**config.mk**
```make
export PLATFORM = sky130hd
export DESIGN_NAME = alu_issue_stage
export DESIGN_NICKNAME = d
export VERILOG_FILES = /design/src/rtl/alu_issue_stage.sv
export SDC_FILE = /design/constraint.sdc
export NUM_CORES = 1
export LEC_CHECK = 0
export ABC_AREA = 1
export CELL_PAD_IN_SITES_DETAIL_PLACEMENT = 0
export CELL_PAD_IN_SITES_GLOBAL_PLACEMENT = 2
export CORE_ASPECT_RATIO = 1.25
export CORE_MARGIN = 1
export CORE_UTILIZATION = 39
export DETAILED_ROUTE_END_ITERATION = 8
export DONT_BUFFER_PORTS = 1
export HOLD_SLACK_MARGIN = 0.02
export PLACE_DENSITY = 0.83
export SLEW_MARGIN = 20
export SYNTH_ARGS = -nofsm -noshare
export SYNTH_HDL_FRONTEND = slang
export SYNTH_SLANG_ARGS = --single-unit
```
**constraint.sdc**
```tcl
create_clock -name clk -period 2.6 [get_ports clk]
set_clock_uncertainty 0.15 [all_clocks]
set_input_delay 0.26 -clock clk [delete_from_list [all_inputs] [get_ports clk]]
set_output_delay 0.26 -clock clk [all_outputs]
set_load 0.02 [all_outputs]
```
**src/rtl/alu_issue_stage.sv**
```systemverilog
// Operand issue stage: decodes an 8-bit logic-unit instruction, reads a 4-entry
// register file with writeback bypass, and stalls on pending-register hazards.
`ifndef REG_WIDTH
`define REG_WIDTH 8
`endif

module alu_issue_stage #(
  parameter int unsigned WIDTH = `REG_WIDTH
) (
  input  logic             clk,
  input  logic             rst_n,
  input  logic             in_valid,
  input  logic [7:0]       in_instr,
  output logic             in_ready,
  output logic             out_valid,
  input  logic             out_ready,
  output logic [WIDTH-1:0] first_op,
  output logic [WIDTH-1:0] second_op,
  output logic [1:0]       log_func,
  output logic [1:0]       out_rd,
  input  logic             wb_en,
  input  logic [1:0]       wb_addr,
  input  logic [WIDTH-1:0] wb_data
);

  localparam int unsigned NREG = 4;
  localparam int unsigned AW   = 2;

  logic [1:0]       func;
  logic [AW-1:0]    rd;
  logic [AW-1:0]    rs1;
  logic [AW-1:0]    rs2;
  logic [WIDTH-1:0] regs [NREG];
  logic [NREG-1:0]  pending;
  logic [NREG-1:0]  wb_clear;
  logic [NREG-1:0]  pend_eff;
  logic [NREG-1:0]  set_mask;
  logic             hazard;
  logic             accept;
  logic [WIDTH-1:0] rs1_val;
  logic [WIDTH-1:0] rs2_val;

  assign {func, rd, rs1, rs2} = in_instr;

  // Pending bits as seen this cycle, after a same-cycle writeback has released one.
  always_comb begin
    wb_clear = '0;
    if (wb_en) wb_clear[wb_addr] = 1'b1;
  end

  assign pend_eff = pending & ~wb_clear;
  assign hazard   = pend_eff[rs1] | pend_eff[rs2] | pend_eff[rd];
  assign in_ready = rst_n & (~out_valid | out_ready) & ~hazard;
  assign accept   = in_valid & in_ready;

  always_comb begin
    set_mask = '0;
    if (accept) set_mask[rd] = 1'b1;
  end

  // Writeback data arriving this cycle bypasses the register file.
  assign rs1_val = (wb_en && (wb_addr == rs1)) ? wb_data : regs[rs1];
  assign rs2_val = (wb_en && (wb_addr == rs2)) ? wb_data : regs[rs2];

  always_ff @(posedge clk or negedge rst_n) begin
    if (!rst_n) begin
      for (int i = 0; i < NREG; i++) regs[i] <= '0;
    end else if (wb_en) begin
      regs[wb_addr] <= wb_data;
    end
  end

  // An accept setting pending[rd] wins over a same-cycle writeback clear.
  always_ff @(posedge clk or negedge rst_n) begin
    if (!rst_n) pending <= '0;
    else        pending <= pend_eff | set_mask;
  end

  always_ff @(posedge clk or negedge rst_n) begin
    if (!rst_n) begin
      out_valid <= 1'b0;
      first_op  <= '0;
      second_op <= '0;
      log_func  <= 2'b00;
      out_rd    <= 2'b00;
    end else if (accept) begin
      out_valid <= 1'b1;
      first_op  <= rs1_val;
      second_op <= rs2_val;
      log_func  <= func;
      out_rd    <= rd;
    end else if (out_valid && out_ready) begin
      out_valid <= 1'b0;
    end
  end

endmodule

```
==> metrics <==
setup bufs post-CTS=0; GP Congestion=0.824; Fillers=821; row count=36; NumNets Final=452; total grt overflow=0; die height=103 um; period utilization=92.7%; Crit Path Class=in -> reg; pins over their slew limit=0; status=finished, final reports clean; Fmax=415 MHz; Synth top area share=44.6%; fin util=45.7%; Crit. End Element=flop; sw frac=37.9%; flop2flop setup slack=350 ps; PwrDens=793 nW/um^2; Final HPWL DP=6.05 mm; post-synthesis net count=444; post-synthesis sequential area ratio=44.6%; share of layout cells above drive strength 1=8.76%; relative slew slack=44.5%; GRT busiest layer=met2; global routing usage on met1=29.0%; DRT Wirelength=9.31 mm; FF+latch count, synth=57; largest net degree at the start of global routing=58; initial antenna violation count=0; CP cell instances=dlygate4sd3_1 > inv_1 > nor2_1 > nand3_1 > o211ai_1 > nor2_4 > buf_4 > nand4_1 > dlygate4sd3_1 > nand2_1; crit-path max FO=17; vias in the first global route=2889; Worst path most repeated cell=dlygate4sd3_1; DR pass1 iterations=4; count of cell types in the netlist=23; LEAKAGE=0.00176 uW; Worst-Margin Slew=830 ps; die area=8570 um^2; Slowest-stage cell, CP=dlygate4sd3_1; Sw Pwr=1080 uW; Hold Vio Cnt, Final=0; Wirelength per Cell=17.6 um; Syn Std Cell Area=3200 um^2; GR Util met3=5.87%; Synth Instances=421; IO Count=45; worst path required time=2730 ps; Post-route DRC=0; clock root cell=clkbuf_8; setup_tns=0 ps; Final setup viols=0; DRT antenna net count=0; cell taking the most area after synthesis=dfrtp_1; GRT Total Usage=23.6%; Tot Pwr=2860 uW; max-cap violations=0; vias=2842; TritonCTS clock tree=built; clk sinks=57; ANT cells=0; unrepaired setup endpoints after global routing=false; area of the core=7880 um^2; VDD IR max=551 uV; H-tree levels=3; Final min period=2410 ps; Seq pwr share=51.2%; Min-Delay Path Class=in -> reg; CP Launch Type=input pin; total CTS buffers=9; worst skew pair latency=340 ps; top cells by area, synth=dfrtp_1 (45%), nand2_1 (16%), o21ai_0 (8.8%); Clock Path Buffers=2; DR iter-0 viols=135; Initial Util=40.6%; first-pass GRT wire length=15.5 mm; combinational share of power=20.2%; proportion of power drawn by the clock network=28.7%; Slowest Stage Delay on Critical Path=600 ps; Clock Pin Slew Worst Setup and Hold Paths=70 ps; vias per cell=5.37; Area Overhead vs Synth=12.7%; Die X=83.0 um; met2 usage=39.5%; Synth warnings=0; Port Buffer Count=0; Avg Cell Area, Syn=7.60 um^2; cell-internal power=1770 uW; crit path DAT=2540 ps
-- layout make-up --
class	instances	area [um^2]	share of cell area, %
clock buffer	9	124	3.44
multi-input combinational	311	1530	42.5
tap	95	119	3.30
timing repair buffer	22	225	6.25
clock inverter	7	71.3	1.98
inverter	28	105	2.92
sequential	57	1430	39.6
-- state kept, by name (all words and copies together), names as in the netlist --
name       flops
second_op      8
first_op       8
out_valid      1
pending        4
out_rd         2
log_func       2
regs          32
-- critical path: cells and delay by family --
kind,cells,cell delay (ps)
and+or+nand+nor,5,560
AOI/OAI and AO/OA,1,160
buffers and inverters,4,1530
-- metrics by stage --
| step | std cells | hold slack (ps) | worst slack [ps] | instance area [um^2] |
|---|---|---|---|---|
| finish | 529 | 62.9 | 190 | 3600 |
| floorplan | 421 | -186 | 570 | 3200 |
| CTS | 529 | 43.2 | 234 | 3600 |
| detailed placement | 496 | -184 | 490 | 3220 |
| global route | 529 | 78.2 | 73.3 | 3600 |
| global placement | 496 | -184 | 532 | 3220 |
-- kinds of logic (layout without fill, tap and decap cells) --
kind of cell | Yosys count | after routing | share of synthesized area, %
AND/OR/NAND/NOR | 236 | 236 | 35.4
AO/OA/AOI/OAI | 73 | 73 | 11.5
flip-flops | 57 | 57 | 44.6
buffers and inverters | 53 | 66 | 7.47
XOR/XNOR | 2 | 2 | 1.02
-- worst paths after layout --
check                           depth (start not counted)      endpoint        start
worst min-delay path                                    4   first_op[6]   wb_data[6]
worst max register to register                          7   log_func[1]    out_valid
worst max-delay path                                   10   log_func[1]  in_instr[5]
max in group asynchronous                               2       regs[1]        rst_n
min in group asynchronous                               2  second_op[0]        rst_n
worst min register to register                          2      regs[13]     regs[13]
-- power groups by stage --
stage	Combinational (uW)	Clock, uW	Sequential (uW)
final	576	820	1460
after CTS	578	853	1460
after global routing	671	893	1500
after global placement	515	0	1470
after detailed placement	527	0	1480
after floorplan	462	0	1430
-- layout by cell type (no fill, tap or decap) --
cell / n
nand2_1: 136
dfrtp_1: 57
o21ai_0: 56
nand4_1: 40
nand3_1: 34
inv_1: 26
dlygate4sd3_1: 16
a21oi_1: 15
nor2_1: 13
clkbuf_8: 9
buf_4: 5
nand2_2: 4
nand3_4: 4
clkinvlp_4: 3
inv_2: 2
nand3_2: 2
xnor2_2: 2
clkinv_2: 2
o211ai_1: 1
nor4_1: 1
nor2_8: 1
nor2_4: 1
o21ai_1: 1
clkinv_4: 1
bufinv_16: 1
buf_16: 1
-- layer usage --
layer  share of wire [%]  up-vias
met1                  45     1313
met3                 5.7        8
met4                0.95        0
met5                   0        -
met2                  48       79
li1                    -     1442
-- synthesized netlist by cell type (all sizes together) --
cell / instances
nand2: 140
dfrtp: 57
o21ai: 57
nand3: 40
nand4: 40
inv: 28
a21oi: 15
nor2: 15
clkbuf: 13
buf: 12
xnor2: 2
nor4: 1
o211ai: 1
-- timing repair --
| action | CTS | global route |
|---|---|---|
| resized for setup | 0 | 0 |
| setup endpoints to repair | 0 | 0 |
| hold buffers | 17 | 0 |
| endpoints found under the hold margin | 114 | 0 |
(Power assumes the default switching activity.)
